===== config.mk =====
export PLATFORM = sky130hd
export DESIGN_NAME = load_port
export DESIGN_NICKNAME = d
export VERILOG_FILES = /design/src/rtl/load_port.sv
export SDC_FILE = /design/constraint.sdc
export NUM_CORES = 1
export LEC_CHECK = 0
export ABC_AREA = 1
export ABC_CLOCK_PERIOD_IN_PS = 2590
export CORE_MARGIN = 2
export CORE_UTILIZATION = 40
export CTS_CLUSTER_SIZE = 10
export DETAILED_ROUTE_END_ITERATION = 12
export PLACE_DENSITY = 0.68
export SYNTH_ARGS = -nofsm -noshare
export SYNTH_HDL_FRONTEND = slang
export SYNTH_SLANG_ARGS = --single-unit

===== constraint.sdc =====
create_clock -name clk_i -period 2.59 [get_ports clk_i]
set_input_delay 0.518 -clock clk_i [delete_from_list [all_inputs] [get_ports clk_i]]
set_output_delay 0.518 -clock clk_i [all_outputs]
set_load 0.02 [all_outputs]

===== src/rtl/load_port.sv =====
// Load port: queues issued loads, probes the store buffer, falls back to dmem on a miss.
// Define LOAD_PORT_BYPASS_EN to let a load arriving at an idle, empty port skip the queue.
module load_port #(
  parameter int unsigned AddrLen    = 16,
  parameter int unsigned DataLen    = 32,
  parameter int unsigned SpectagLen = 4,
  parameter int unsigned DstLen     = 6,
  parameter int unsigned LdqDepth   = 4,
  parameter int unsigned MemLat     = 2
) (
  input  logic                  clk_i,
  input  logic                  rst_ni,
  input  logic                  ld_valid_i,
  output logic                  ld_ready_o,
  input  logic [AddrLen-1:0]    ld_addr_i,
  input  logic [DstLen-1:0]     ld_dst_i,
  input  logic                  ld_specbit_i,
  input  logic [SpectagLen-1:0] ld_spectag_i,
  input  logic                  prsuccess_i,
  input  logic                  prmiss_i,
  input  logic [SpectagLen-1:0] prtag_i,
  input  logic [SpectagLen-1:0] spectagfix_i,
  output logic [AddrLen-1:0]    sb_ldaddr_o,
  input  logic                  sb_hit_i,
  input  logic [DataLen-1:0]    sb_lddata_i,
  output logic                  memoccupy_ld_o,
  output logic [AddrLen-1:0]    dmem_raddr_o,
  input  logic [DataLen-1:0]    dmem_rdata_i,
  output logic                  res_valid_o,
  output logic [DataLen-1:0]    res_data_o,
  output logic [DstLen-1:0]     res_dst_o
);

  localparam int unsigned PtrW   = $clog2(LdqDepth);
  localparam int unsigned CountW = PtrW + 1;
  localparam int unsigned CntW   = (MemLat > 1) ? $clog2(MemLat) : 1;
  localparam logic [CountW-1:0] Full = CountW'(LdqDepth);

  typedef enum logic [1:0] {StIdle, StProbe, StMem} state_e;

  state_e                state_q, state_d;
  logic [PtrW-1:0]       head_q, head_d, tail_q, tail_d;
  logic [CountW-1:0]     count_q, count_d;
  logic                  e_vld_q  [LdqDepth];
  logic                  e_vld_d  [LdqDepth];
  logic                  e_spec_q [LdqDepth];
  logic                  e_spec_d [LdqDepth];
  logic [SpectagLen-1:0] e_tag_q  [LdqDepth];
  logic [SpectagLen-1:0] e_tag_d  [LdqDepth];
  logic [AddrLen-1:0]    e_addr_q [LdqDepth];
  logic [AddrLen-1:0]    e_addr_d [LdqDepth];
  logic [DstLen-1:0]     e_dst_q  [LdqDepth];
  logic [DstLen-1:0]     e_dst_d  [LdqDepth];

  logic [AddrLen-1:0]    cur_addr_q, cur_addr_d;
  logic [DstLen-1:0]     cur_dst_q, cur_dst_d;
  logic                  cur_spec_q, cur_spec_d;
  logic [SpectagLen-1:0] cur_tag_q, cur_tag_d;
  logic                  cur_kill_q, cur_kill_d;
  logic [CntW-1:0]       cnt_q, cnt_d;
  logic [AddrLen-1:0]    raddr_q, raddr_d;
  logic                  memocc_q, memocc_d;
  logic                  res_valid_q, res_valid_d;
  logic [DataLen-1:0]    res_data_q, res_data_d;
  logic [DstLen-1:0]     res_dst_q, res_dst_d;

  logic push, pop, bypass;

  // prmiss takes priority: a cycle with both never clears specbits.
  function automatic logic is_killed(logic spec, logic [SpectagLen-1:0] tag);
    return prmiss_i && spec && (|(tag & spectagfix_i));
  endfunction

  function automatic logic is_resolved(logic [SpectagLen-1:0] tag);
    return prsuccess_i && !prmiss_i && (tag == prtag_i);
  endfunction

  assign ld_ready_o     = (count_q != Full);
  assign push           = ld_valid_i && ld_ready_o;
  assign sb_ldaddr_o    = cur_addr_q;
  assign dmem_raddr_o   = raddr_q;
  assign memoccupy_ld_o = memocc_q;
  assign res_valid_o    = res_valid_q;
  assign res_data_o     = res_data_q;
  assign res_dst_o      = res_dst_q;

  always_comb begin
    state_d     = state_q;
    head_d      = head_q;
    tail_d      = tail_q;
    cur_addr_d  = cur_addr_q;
    cur_dst_d   = cur_dst_q;
    cur_spec_d  = cur_spec_q;
    cur_tag_d   = cur_tag_q;
    cur_kill_d  = cur_kill_q;
    cnt_d       = cnt_q;
    raddr_d     = raddr_q;
    res_valid_d = 1'b0;
    res_data_d  = res_data_q;
    res_dst_d   = res_dst_q;
    e_vld_d     = e_vld_q;
    e_spec_d    = e_spec_q;
    e_tag_d     = e_tag_q;
    e_addr_d    = e_addr_q;
    e_dst_d     = e_dst_q;
    pop         = 1'b0;
    bypass      = 1'b0;
`ifdef LOAD_PORT_BYPASS_EN
    bypass = push && (state_q == StIdle) && (count_q == '0);
`endif

    for (int i = 0; i < int'(LdqDepth); i++) begin
      if (is_killed(e_spec_q[i], e_tag_q[i])) begin
        e_vld_d[i] = 1'b0;
      end else if (is_resolved(e_tag_q[i])) begin
        e_spec_d[i] = 1'b0;
      end
    end

    unique case (state_q)
      StIdle: begin
        if (bypass) begin
          // Accepted load goes straight into PROBE from its accept edge.
          cur_addr_d = ld_addr_i;
          cur_dst_d  = ld_dst_i;
          cur_spec_d = ld_specbit_i && !is_resolved(ld_spectag_i);
          cur_tag_d  = ld_spectag_i;
          state_d    = StProbe;
        end else if (count_q != '0) begin
          // Killed entries are dropped here, one per cycle.
          pop = 1'b1;
          if (e_vld_q[head_q] && !is_killed(e_spec_q[head_q], e_tag_q[head_q])) begin
            cur_addr_d = e_addr_q[head_q];
            cur_dst_d  = e_dst_q[head_q];
            cur_spec_d = e_spec_q[head_q] && !is_resolved(e_tag_q[head_q]);
            cur_tag_d  = e_tag_q[head_q];
            state_d    = StProbe;
          end
        end
      end
      StProbe: begin
        cur_spec_d = cur_spec_q && !is_resolved(cur_tag_q);
        if (is_killed(cur_spec_q, cur_tag_q)) begin
          state_d = StIdle;
        end else if (sb_hit_i) begin
          state_d     = StIdle;
          res_valid_d = 1'b1;
          res_data_d  = sb_lddata_i;
          res_dst_d   = cur_dst_q;
        end else begin
          state_d    = StMem;
          cnt_d      = CntW'(MemLat - 1);
          raddr_d    = cur_addr_q;
          cur_kill_d = 1'b0;
        end
      end
      StMem: begin
        // A kill here only suppresses the result; the dmem read still runs to completion.
        cur_spec_d = cur_spec_q && !is_resolved(cur_tag_q);
        if (is_killed(cur_spec_q, cur_tag_q)) cur_kill_d = 1'b1;
        if (cnt_q == '0) begin
          state_d = StIdle;
          if (!cur_kill_d) begin
            res_valid_d = 1'b1;
            res_data_d  = dmem_rdata_i;
            res_dst_d   = cur_dst_q;
          end
        end else begin
          cnt_d = cnt_q - CntW'(1);
        end
      end
      default: state_d = StIdle;
    endcase

    if (pop) begin
      e_vld_d[head_q] = 1'b0;
      head_d          = head_q + PtrW'(1);
    end
    if (push && !bypass) begin
      e_vld_d[tail_q]  = 1'b1;
      e_spec_d[tail_q] = ld_specbit_i && !is_resolved(ld_spectag_i);
      e_tag_d[tail_q]  = ld_spectag_i;
      e_addr_d[tail_q] = ld_addr_i;
      e_dst_d[tail_q]  = ld_dst_i;
      tail_d           = tail_q + PtrW'(1);
    end
    count_d  = count_q + CountW'(push && !bypass) - CountW'(pop);
    memocc_d = (state_d == StMem);
  end

  always_ff @(posedge clk_i or negedge rst_ni) begin
    if (!rst_ni) begin
      state_q     <= StIdle;
      head_q      <= '0;
      tail_q      <= '0;
      count_q     <= '0;
      cur_addr_q  <= '0;
      cur_dst_q   <= '0;
      cur_spec_q  <= 1'b0;
      cur_tag_q   <= '0;
      cur_kill_q  <= 1'b0;
      cnt_q       <= '0;
      raddr_q     <= '0;
      memocc_q    <= 1'b0;
      res_valid_q <= 1'b0;
      res_data_q  <= '0;
      res_dst_q   <= '0;
      for (int i = 0; i < int'(LdqDepth); i++) begin
        e_vld_q[i]  <= 1'b0;
        e_spec_q[i] <= 1'b0;
        e_tag_q[i]  <= '0;
        e_addr_q[i] <= '0;
        e_dst_q[i]  <= '0;
      end
    end else begin
      state_q     <= state_d;
      head_q      <= head_d;
      tail_q      <= tail_d;
      count_q     <= count_d;
      cur_addr_q  <= cur_addr_d;
      cur_dst_q   <= cur_dst_d;
      cur_spec_q  <= cur_spec_d;
      cur_tag_q   <= cur_tag_d;
      cur_kill_q  <= cur_kill_d;
      cnt_q       <= cnt_d;
      raddr_q     <= raddr_d;
      memocc_q    <= memocc_d;
      res_valid_q <= res_valid_d;
      res_data_q  <= res_data_d;
      res_dst_q   <= res_dst_d;
      for (int i = 0; i < int'(LdqDepth); i++) begin
        e_vld_q[i]  <= e_vld_d[i];
        e_spec_q[i] <= e_spec_d[i];
        e_tag_q[i]  <= e_tag_d[i];
        e_addr_q[i] <= e_addr_d[i];
        e_dst_q[i]  <= e_dst_d[i];
      end
    end
  end

endmodule

## Word-level counts from Yosys, hierarchy flattened

Index checks and enable logic that the tools add are counted.

- Multipliers: 0
- Shift operators: 0
- Bitwise operators: 13
- Div/mod/pow operators: 0
- Reduce and logical (&&, ||, !) cells: 48
- $add $sub $neg: 5
- Equal/unequal tests: 18
- Order comparisons: 4
- Mux-type cells: 79

Operators with widths:

| cell | count |
|---|---|
| 32-bit 2-to-1 mux | 4 |
| 64-bit bitwise mux | 1 |
| 32-bit case mux with 2 select lines | 1 |
| 16-bit 2-to-1 mux | 3 |
| 6-bit 2-to-1 mux | 7 |
| 1-bit 2-to-1 mux | 33 |
| 16-bit binary-select mux with 2-bit select | 1 |
| 16-bit demux with 2-bit select | 1 |
| 4-bit bitwise AND | 7 |
| 4-bit equality test | 7 |
| 1-bit logical AND | 27 |
| 24-bit bitwise mux | 1 |
| 4-bit 2-to-1 mux | 6 |
| 4-bit OR reduction | 6 |
| 16-bit bitwise mux | 1 |
| 2-bit != test (second input constant) | 7 |
| 6-bit binary-select mux with 2-bit select | 1 |
| 6-bit demux with 2-bit select | 1 |
| 6-bit case mux with 2 select lines | 1 |
| 3-bit AND reduction | 4 |
| 2-bit 2-to-1 mux | 5 |
| 4-bit binary-select mux with 2-bit select | 1 |
| 4-bit demux with 2-bit select | 1 |
| 1-bit case mux with 2 select lines | 4 |
| 23 further kinds | 36 |

- Bits of input ports: 105
- Latch bits: 0
- Word-level logic and storage cells: 202
- Bits in read-only memories: 0
- Output and inout port bits: 73
- Memories: 0
- RAM bits: 0
- Flip-flop bits (word level): 206

## Longest topological paths before layout

- Word-level depth: 13
- Gate-level depth with buffers: 14
- Depth with buffers taken out: 13

## Least setup slack after synthesis

OpenSTA, ideal clock, no wires.

- Kind: register to register
- Start point: reg state_q[0]
- End point: reg count_q[2]
- Path slack: 0.357 ns
- Library setup time: 0.123 ns
- Stages on the path, launching flop included: 12
- Data required time: 2.467 ns
- Data arrival time: 2.111 ns
- Buffers on the path: 1
- Clock period less this slack: 2.233 ns
- Cells stage by stage: dfrtp_1 inv_1 ha_1 buf_4 inv_1 nor2_1 ha_1 inv_1 ha_1 inv_1 fa_1 xnor2_1

- Longest elaborated chain between the ends: 3

RTL lines:

| what | line | text |
|---|---|---|
| from (decl) | 41 | `state_e state_q, state_d;` |
| from (signal assigned) | 193 | `state_q <= StIdle;` |
| from (signal assigned) | 216 | `state_q <= state_d;` |
| 2-bit zero test | 120 | `unique case (state_q)` |
| 1-bit 2-to-1 mux | 120 |  |
| via pop | 67 | `logic push, pop, bypass;` |
| 3-bit by 1-bit subtractor with 3-bit output | 187 | `count_d = count_q + CountW'(push && !bypass) - CountW'(pop);` |
| via count_d[2] | 43 | `logic [CountW-1:0] count_q, count_d;` |
| to (signal assigned) | 219 | `count_q <= count_d;` |
| to (decl) | 43 |  |

The timed path passes the listed nets, and every way through them passes these cells.
A chain may end at the register's enable or synchronous reset.

## Worst setup path in the final report

- Start point: reg head_q[0]
- End point: reg cur_addr_q[10] (netlist: sb_ldaddr_o[10])

- Longest elaborated chain between the ends: 10
- Elaborated cells on any way between the ends: 20
- Those cells by class: mux: 12; bitwise: 2; reduce/logical: 6

RTL lines:

| what | line | text |
|---|---|---|
| from (decl) | 42 | `logic [PtrW-1:0] head_q, head_d, tail_q, tail_d;` |
| from (signal assigned) | 194 | `head_q <= '0;` |
| from (signal assigned) | 217 | `head_q <= head_d;` |
| 2-bit NOT with 3-bit output (implied by the code) (*) | 132, 133 |  |
| 4-bit binary-select mux with 2-bit select | 132 | `if (e_vld_q[head_q] && !is_killed(e_spec_q[head_q], e_tag_q[head_q])) begin` |
| 4-bit 2-to-1 mux (implied by the code) (2 in a row) | 132 |  |
| 4-bit bitwise AND | 71 | `return prmiss_i && spec && (\|(tag & spectagfix_i));` |
| 4-bit OR reduction | 71 |  |
| 1-bit logical AND | 71 |  |
| 1-bit zero test | 132 |  |
| 1-bit logical AND | 132 |  |
| 3-bit AND reduction (no line) | n/a |  |
| to (signal assigned) | 220 | `cur_addr_q <= cur_addr_d;` |
| to (decl) | 55 | `logic [AddrLen-1:0] cur_addr_q, cur_addr_d;` |

Mark *: on every way between the ends. The rest lies on a longest branch, timed or not. The select of a mux whose other input is x is not followed.

==> out/results.ini <==
[status]
status=completed

[route]
drt_wl_total_um=24980
viasPerCell=5.058
wire_per_inst_um=15.05
dr.pass1.iters=5
drc=0
detail-route-antenna-nets=0
num_vias=8396
drt_iter0_drc=483

[synth]
synth_nets=1285
synth-seq-cells=206
yosysWarnings=0
synth_top_flop_cell=dfrtp_1
synth-async-reset-ratio=1.000
synthCells=1165
synth.avg_cell_area_um2=8.334
ys_types=40
netlist_area_mm2=0.009709
synth_edf_count=0
ys_seq_area_frac=0.5309

[global_routing]
grt_util_met3=0.03740
grt_max_degree=82
grt_pass1_wl_um=41810
grt_use_met1=0.2589
antenna_found_initial=0
track_usage=0.1966
top_usage_layer=met2
first_global_vias=8304
overflow=0
gr-usage-met2=0.3290

[clocking]
clk_pin_slew_worst_paths_ns=0.06
cts_hold_buf=0
htree_levels=1
clk_latency_ns=0.51
cts_setup_buffers=0
cts_resized=0
cts_buffers=24
numClockSinks=206
cts_tree=done
clockBufferDepth=3
clock-root-buffer=clkbuf_16

[place]
routabilityCongestion=0.9118
place_inst=1630
dpl.hpwl_um=17030
port_buffers=177

[setup_path]
critPathLaunchType=flop
cp_data_arrival_time_ns=2.71
worst-setup-path-type=reg2reg
required_ns=2.99
endpoint_kind=flop
crit_fanout=26

[sta]
final-setup-viol-count=0
finalClockSkew_ns=0.01342
min_period_over_period=0.8937
post-route-min-period_ns=2.315
fin_setup_tns_ns=0
tightest_slew_ns=0.7126
maxSlewViolCount=0
max_slew_margin=0.5250
max_freq_ghz=0.4320
rsz0062_at_grt=no
hold_viol=0

[power]
intPower_mw=9.457
peakVddDrop_mv=0.7999
cellPowerDensity_mw_per_mm2=1282
clkPwrFrac=0.179
power_frac_seq=0.358
power.total_mw=16.09
p_sw_frac=0.4122
switchingPower_mw=6.631
p_comb_frac=0.464
leakage_nw=5.968

[floorplanning]
dieWidth_um=159.8
std_cell_rows=57
dieHeight_um=159.8
ios=178
die-area_mm2=0.02554
start_util=0.4028
core_area_mm2=0.02411

[final_layout]
layout.cells.most_common=nand2_1
antennaDiodeCount=0
layout_common_cells=375 x nand2_1, 216 x o21ai_0, 205 x dfrtp_1
fin_cells=1660
nets=1452
layout-drive-gt1-share=0.07485
syn2layout_area_growth_pct=29.23

[job]
maxCapViolCount=0

[min_path]
hold_path.class=in2async

-- metrics by stage --
stage / setup slack, ns / cell area [µm²] / util / hold WS [ns]
global route: 0.1192 / 12550 / 0.5205 / 0.1010
detailed placement: 0.1776 / 11910 / 0.4941 / 0.4638
CTS: 0.2968 / 12550 / 0.5205 / 0.06884
floorplan: 0.3567 / 9709 / - / 0.2224
finish: 0.2752 / 12550 / 0.5205 / 0.03149
global placement: 0.2076 / 11910 / 0.4941 / 0.4576
-- logic make-up (layout without fill, tap and decap cells) --
kind of cell,after synthesis,after routing,share of synthesized area
simple gates,487,487,0.1963
compound gates,303,303,0.1754
flops,206,206,0.5309
mux,1,1,0.001031
fa+ha+maj,15,15,0.02010
buf+inv,139,310,0.06366
xor+xnor,14,14,0.01263
-- area by class of cell --
type | instances | area [µm²]
repair buffers | 210 | 2136
multi-input cells | 820 | 3946
fillers | 2275 | 11560
inverters | 70 | 267.8
clock inverters | 1 | 16.27
well taps | 324 | 405.4
clock buffers | 29 | 619.3
flip-flops and latches | 206 | 5156
-- synth_stat cells, types with 3 or more instances --
| library cell | count | area share |
|---|---|---|
| a21oi_1 | 15 | 0.0077 |
| a21oi_2 | 17 | 0.015 |
| a221oi_1 | 3 | 0.0027 |
| buf_2 | 6 | 0.0031 |
| buf_4 | 3 | 0.0023 |
| buf_6 | 8 | 0.0093 |
| clkbuf_1 | 50 | 0.019 |
| dfrtp_1 | 206 | 0.53 |
| ha_1 | 14 | 0.018 |
| inv_1 | 65 | 0.025 |
| inv_2 | 3 | 0.0012 |
| nand2_1 | 379 | 0.15 |
| nand2_2 | 3 | 0.0019 |
| nand3_1 | 21 | 0.011 |
| nand3_2 | 3 | 0.0031 |
| nand4_1 | 3 | 0.0019 |
| nor2_1 | 74 | 0.029 |
| o2111ai_1 | 3 | 0.0027 |
| o211ai_1 | 3 | 0.0023 |
| o21ai_0 | 216 | 0.11 |
| o21ai_1 | 3 | 0.0015 |
| o21ai_2 | 5 | 0.0045 |
| o22ai_1 | 28 | 0.018 |
| xnor2_1 | 7 | 0.0063 |
| xor2_1 | 7 | 0.0063 |
-- power groups by stage --
stage | Combinational, mW | Sequential, mW | Clock (mW)
after global placement | 7.31 | 5.75 | 0
after floorplan | 4.43 | 6.16 | 0
final | 7.46 | 5.75 | 2.88
after CTS | 7.53 | 5.74 | 2.95
after global routing | 8.38 | 5.94 | 3.09
after detailed placement | 7.50 | 5.78 | 0
-- critical path: stages (launching register included) --
cell and delay (ns):
dfrtp_2 0.69, inv_4 0.14, nand2_1 0.09, nand3_1 0.11, nand3_1 0.11, nand2_1 0.07, o21ai_1 0.13, nand2_1 0.14
inv_4 0.13, nand2_4 0.15, buf_12 0.21, nor2_1 0.15, a21oi_2 0.06
-- final timing paths --
check / from / endpoint / slack, ns / cells after the start
worst max-delay path: head_q[0] / sb_ldaddr_o[10] / 0.28 / 12
worst min-delay path: rst_ni / res_data_o[0] / 0.03 / 1
worst max register to register: head_q[0] / sb_ldaddr_o[10] / 0.28 / 12
worst min register to register: cur_dst_q[5] / cur_dst_q[5] / 0.47 / 2
max in group asynchronous: rst_ni / e_tag_q[9] / 1.87 / 2
min in group clk_i: cur_dst_q[5] / cur_dst_q[5] / 0.47 / 2
-- layer usage --
layer,up-vias,wire [µm]
met5,-,0
met2,241,11740
li1,4130,-
met1,3976,11050
met4,0,674
met3,49,1509
-- registers in the layout, summed over array words and instances (netlist names) --
register,cells
cur_dst_q,6
cur_spec_q,1
count_q,3
dmem_raddr_o,16
head_q,2
tail_q,2
cur_tag_q,4
res_data_o,32
e_spec_q,4
e_addr_q,64
e_vld_q,4
e_dst_q,24
state_q,2
sb_ldaddr_o,16
e_tag_q,16
res_valid_o,1
cnt_q,1
res_dst_o,6
memoccupy_ld_o,1
cur_kill_q,1
No activity file was read; power rests on OpenSTA's default activity.
